## src/rtl/state_serializer.sv

```systemverilog
// Streams a captured 4x4 AES state column-major as raw bytes or as
// uppercase ASCII hex pairs, with a valid/ready handshake on both sides.
module state_serializer #(
    parameter int HEX_ASCII = 0
) (
    input  logic         clk,
    input  logic         rst_n,
    input  logic [7:0]   state_in [0:3][0:3],
    input  logic         in_valid,
    output logic         in_ready,
    output logic [7:0]   out_data,
    output logic         out_valid,
    input  logic         out_ready,
    output logic         out_last,
    output logic [127:0] block_word,
    output logic         busy
);

    localparam logic [0:0] IDLE = 1'b0;
    localparam logic [0:0] SEND = 1'b1;
    localparam bit HEX = (HEX_ASCII != 0);

    logic [0:0]   state;
    logic [3:0]   idx;
    logic         nib;
    logic [7:0]   data_buf [0:15];
    logic [127:0] packed_in;
    logic [7:0]   cur_byte;
    logic [3:0]   cur_nib;
    logic [7:0]   hex_char;
    logic         sending;
    logic         fire;
    logic         last_beat;

    // Buffer is kept in stream order so idx addresses it directly.
    always_comb begin
        packed_in = '0;
        for (int c = 0; c < 4; c++) begin
            for (int r = 0; r < 4; r++) begin
                packed_in[127 - 8*(4*c + r) -: 8] = state_in[r][c];
            end
        end
    end

    always_comb begin
        sending   = (state == SEND);
        cur_byte  = data_buf[idx];
        cur_nib   = nib ? cur_byte[3:0] : cur_byte[7:4];
        if (cur_nib < 4'd10) begin
            hex_char = 8'h30 + {4'h0, cur_nib};
        end else begin
            hex_char = 8'h37 + {4'h0, cur_nib};
        end
        last_beat = HEX ? ((idx == 4'd15) && nib) : (idx == 4'd15);
        fire      = sending && out_ready;
    end

    always_comb begin
        in_ready  = !sending;
        out_valid = sending;
        busy      = sending;
        out_last  = sending && last_beat;
        out_data  = 8'h00;
        if (sending) begin
            out_data = HEX ? hex_char : cur_byte;
        end
    end

    always_ff @(posedge clk) begin
        if (!rst_n) begin
            state      <= IDLE;
            idx        <= '0;
            nib        <= 1'b0;
            block_word <= '0;
            for (int k = 0; k < 16; k++) begin
                data_buf[k] <= '0;
            end
        end else begin
            unique case (state)
                IDLE: begin
                    if (in_valid) begin
                        state      <= SEND;
                        idx        <= '0;
                        nib        <= 1'b0;
                        block_word <= packed_in;
                        for (int k = 0; k < 16; k++) begin
                            data_buf[k] <= packed_in[127 - 8*k -: 8];
                        end
                    end
                end
                SEND: begin
                    if (fire) begin
                        if (HEX) begin
                            nib <= ~nib;
                            if (nib) begin
                                idx <= idx + 4'd1;
                            end
                        end else begin
                            idx <= idx + 4'd1;
                        end
                        if (last_beat) begin
                            state <= IDLE;
                        end
                    end
                end
                default: state <= IDLE;
            endcase
        end
    end

endmodule

```

## config.mk

```make
export PLATFORM = sky130hd
export DESIGN_NAME = state_serializer
export DESIGN_NICKNAME = d
export VERILOG_FILES = /design/src/rtl/state_serializer.sv
export SDC_FILE = /design/constraint.sdc
export NUM_CORES = 1
export LEC_CHECK = 0
export ABC_CLOCK_PERIOD_IN_PS = 8800
export CORE_UTILIZATION = 52
export DETAILED_ROUTE_END_ITERATION = 10
export PLACE_DENSITY_LB_ADDON = 0.08
export SLEW_MARGIN = 20
export SYNTH_ARGS = -nofsm -noshare
export SYNTH_HDL_FRONTEND = slang
export SYNTH_SLANG_ARGS = --single-unit
```

## constraint.sdc

```tcl
create_clock -name clk -period 8.8 [get_ports clk]
set_clock_uncertainty 0.1 [all_clocks]
set_input_delay 1.76 -clock clk [delete_from_list [all_inputs] [get_ports clk]]
set_output_delay 1.76 -clock clk [all_outputs]
set_load 0.05 [all_outputs]
```

==> reports/results.ini <==
[run_status]
status=complete, no violations

[drt]
first_iter_violations=463
num_vias=6658
route.final.wire_length_um=24300
firstDrtPassIters=5
routedWlPerCell_um=20.0
viasPerCell=5.47
drc_errors=0
drtAntennaViolNets=0

[pwr]
power.total_mw=2.95
sw_frac_of_total_pct=25.2
seqPwrFrac_pct=48.3
intPower_mw=2.20
switchingPower_mw=0.741
cellPowerDensity_nw_per_um2=218
power.share.combinational_pct=13.9
p_leak_nw=5.67
clockPowerShare_pct=37.7
irDropWorstVdd_mv=0.144

[worst_setup_path]
path_class=reg -> out
cp-end-kind=output pin
critPathSlowestCell=dfxtp_4
path_cells=mux4_2, o2111ai_1, o31ai_1, clkdlybuf4s50_1
cp_max_fo=53
r2r_setup_slack_ns=6.03
r2r-start=busy
crit_path_max_incr_delay_ns=1.00
crit_required_ns=6.94
startpoint_type=flip-flop
rr_worst_depth=4
cp.arrival_ns=3.34
reg2reg_to=data_buf[15][4]

[min_path]
hp-class=reg -> reg
hold_end=block_word[69]
min_from=block_word[69]
hold_depth=1

[floorplanning]
coreArea_um2=18600
fp.dieW_um=140
die-area_um2=19500
initial_core_util_pct=53.0
dieHeight_um=140
ios=272
fp-row-count=50

[logic_synthesis]
syn_area_um2=9870
ys_warn_count=0
syn_nets=839
synth_cell_types=36
seq_area_frac_synth_pct=66.7
syn-mean-instance-area_um2=14.0
syn_inst=706
synth_seq_cells=265

[clock_network]
path_clk_slew_ns=0.06
cts_tree=done
cts_sinks=265
cts.path.max_buffers=3
insertion_delay_ns=0.52
numCtsBuffers=27
clock-root-buffer=clkbuf_16
post-cts-setup-buffers=0
postCtsResizedCells=0
cts_max_level=1
postCtsHoldBufs=0

[grt]
grt_max_degree=129
grt_pass1_vias=6777
antenna_found_initial=0
grt_pass1_wl_um=37600
grt_remaining_overflow=0
track_usage_pct=24.8

[cells_and_area]
drive_gt1_share_pct=5.70
num_antenna_cells=0
area_delta_synth_final_pct=37.0
final_design_area_no_fill_um2=13500
nets=1096
final_common_cell=clkdlybuf4s50_1
mostFrequentLayoutCells=clkdlybuf4s50_1, dfxtp_1, and2_1
fillers=1272

[run]
drv_cap=0

[place]
place_hpwl_um=16500
gp_congestion=0.784
port_buffers=271
placed_cell_area_um2=12700

[timing]
rsz0062_at_grt=no
min_period_ns=5.20
setup_viol=0
hold_violations=0
finalCritPeriodShare_pct=59.0
worst_pin_slew_ns=0.965
tns_ns=0
fmax_ghz=0.192
maxSlewViolCount=0
relSlewSlack_pct=35.4

[power groups by stage]
stage          Clock, mW  Sequential, mW  Combinational, mW
6_report            1.11            1.42              0.410
5_1_grt             1.18            1.43              0.429
4_1_cts             1.13            1.42              0.412
3_5_place_dp           0            1.45              0.410
3_3_place_gp           0            1.45              0.403
2_1_floorplan          0            1.56              0.125
[final cells by class]
cell class | instances | area [um^2] | share of cell area (%)
Inverter | 3 | 18.8 | 0.139
Multi-Input combinational cell | 391 | 3020 | 22.3
Clock buffer | 38 | 757 | 5.60
Clock inverter | 11 | 103 | 0.759
Sequential cell | 265 | 6590 | 48.7
Timing Repair Buffer | 275 | 2740 | 20.3
Tap cell | 234 | 293 | 2.16
[routing by layer]
layer  GRT usage (%)  share of wire, %  vias to the layer above
met5               0                 0                        -
met4            5.84               1.7                        0
met3            5.23               8.0                       33
met2            40.8                48                      275
met1            33.6                42                     3256
li1                -                 -                     3094
[cell usage after synthesis, drive strengths merged]
cell,instances,area share [%]
dfxtp,137,28
and2,130,8.2
edfxtp,128,39
a21o,80,6.1
a22o,50,4.4
mux2i,43,4.4
buf,37,2.4
a22oi,17,1.3
nand2,15,0.57
mux4,11,2.7
clkbuf,10,0.38
nand3,7,0.35
o21ai,7,0.35
nand2b,6,0.38
nor2,5,0.19
inv,3,0.11
nor2b,3,0.19
a21oi,2,0.10
a31oi,2,0.13
o2111ai,2,0.18
o31ai,2,0.15
a311oi,1,0.089
a32oi,1,0.089
and2b,1,0.076
and3,1,0.063
ha,1,0.13
nand3b,1,0.076
nand4,1,0.063
o211a,1,0.10
or2,1,0.063
[cells by family after synthesis]
family / synth area share, %
adders and majority gates: 0.127
buffers and inverters: 2.88
and+or+nand+nor: 10.3
DFF: 66.7
AOI/OAI and AO/OA: 13.0
muxes: 7.02
[worst max-delay path, delay by kind of cell (launching register included)]
kind / cells / cell delay [ns]
flip-flops: 1 / 1.00
buffers and inverters: 1 / 0.77
multiplexers: 1 / 0.64
AO/OA/AOI/OAI: 2 / 0.39
[sequential cells by signal (all words and copies together), names as in the netlist, named ones only]
signal,cells
block_word,128
busy,1
idx,4
data_buf,128
[metrics by stage]
step                      instances  utilization [%]  hold WS [ns]  worst slack, ns
final                          1217             72.6         0.349             3.60
after global routing           1217             72.6         0.365             3.48
after CTS                      1217             72.5         0.352             3.60
after detailed placement       1168             67.9         0.340             3.98
after global placement         1168             67.9         0.332             4.07
after floorplan                 706                -         0.371             3.44
[worst max path at each step]
stage	start	end	depth (start not counted)
2_1_floorplan	rst_n	data_buf[0][0]	5
3_3_place_gp	rst_n	data_buf[2][2]	6
3_5_place_dp	rst_n	block_word[98]	7
4_1_cts	flip-flop	out_data[3]	5
5_1_grt	flip-flop	out_data[5]	5
6_report	flip-flop	out_data[1]	4
Power figures use the tool's default switching activity.
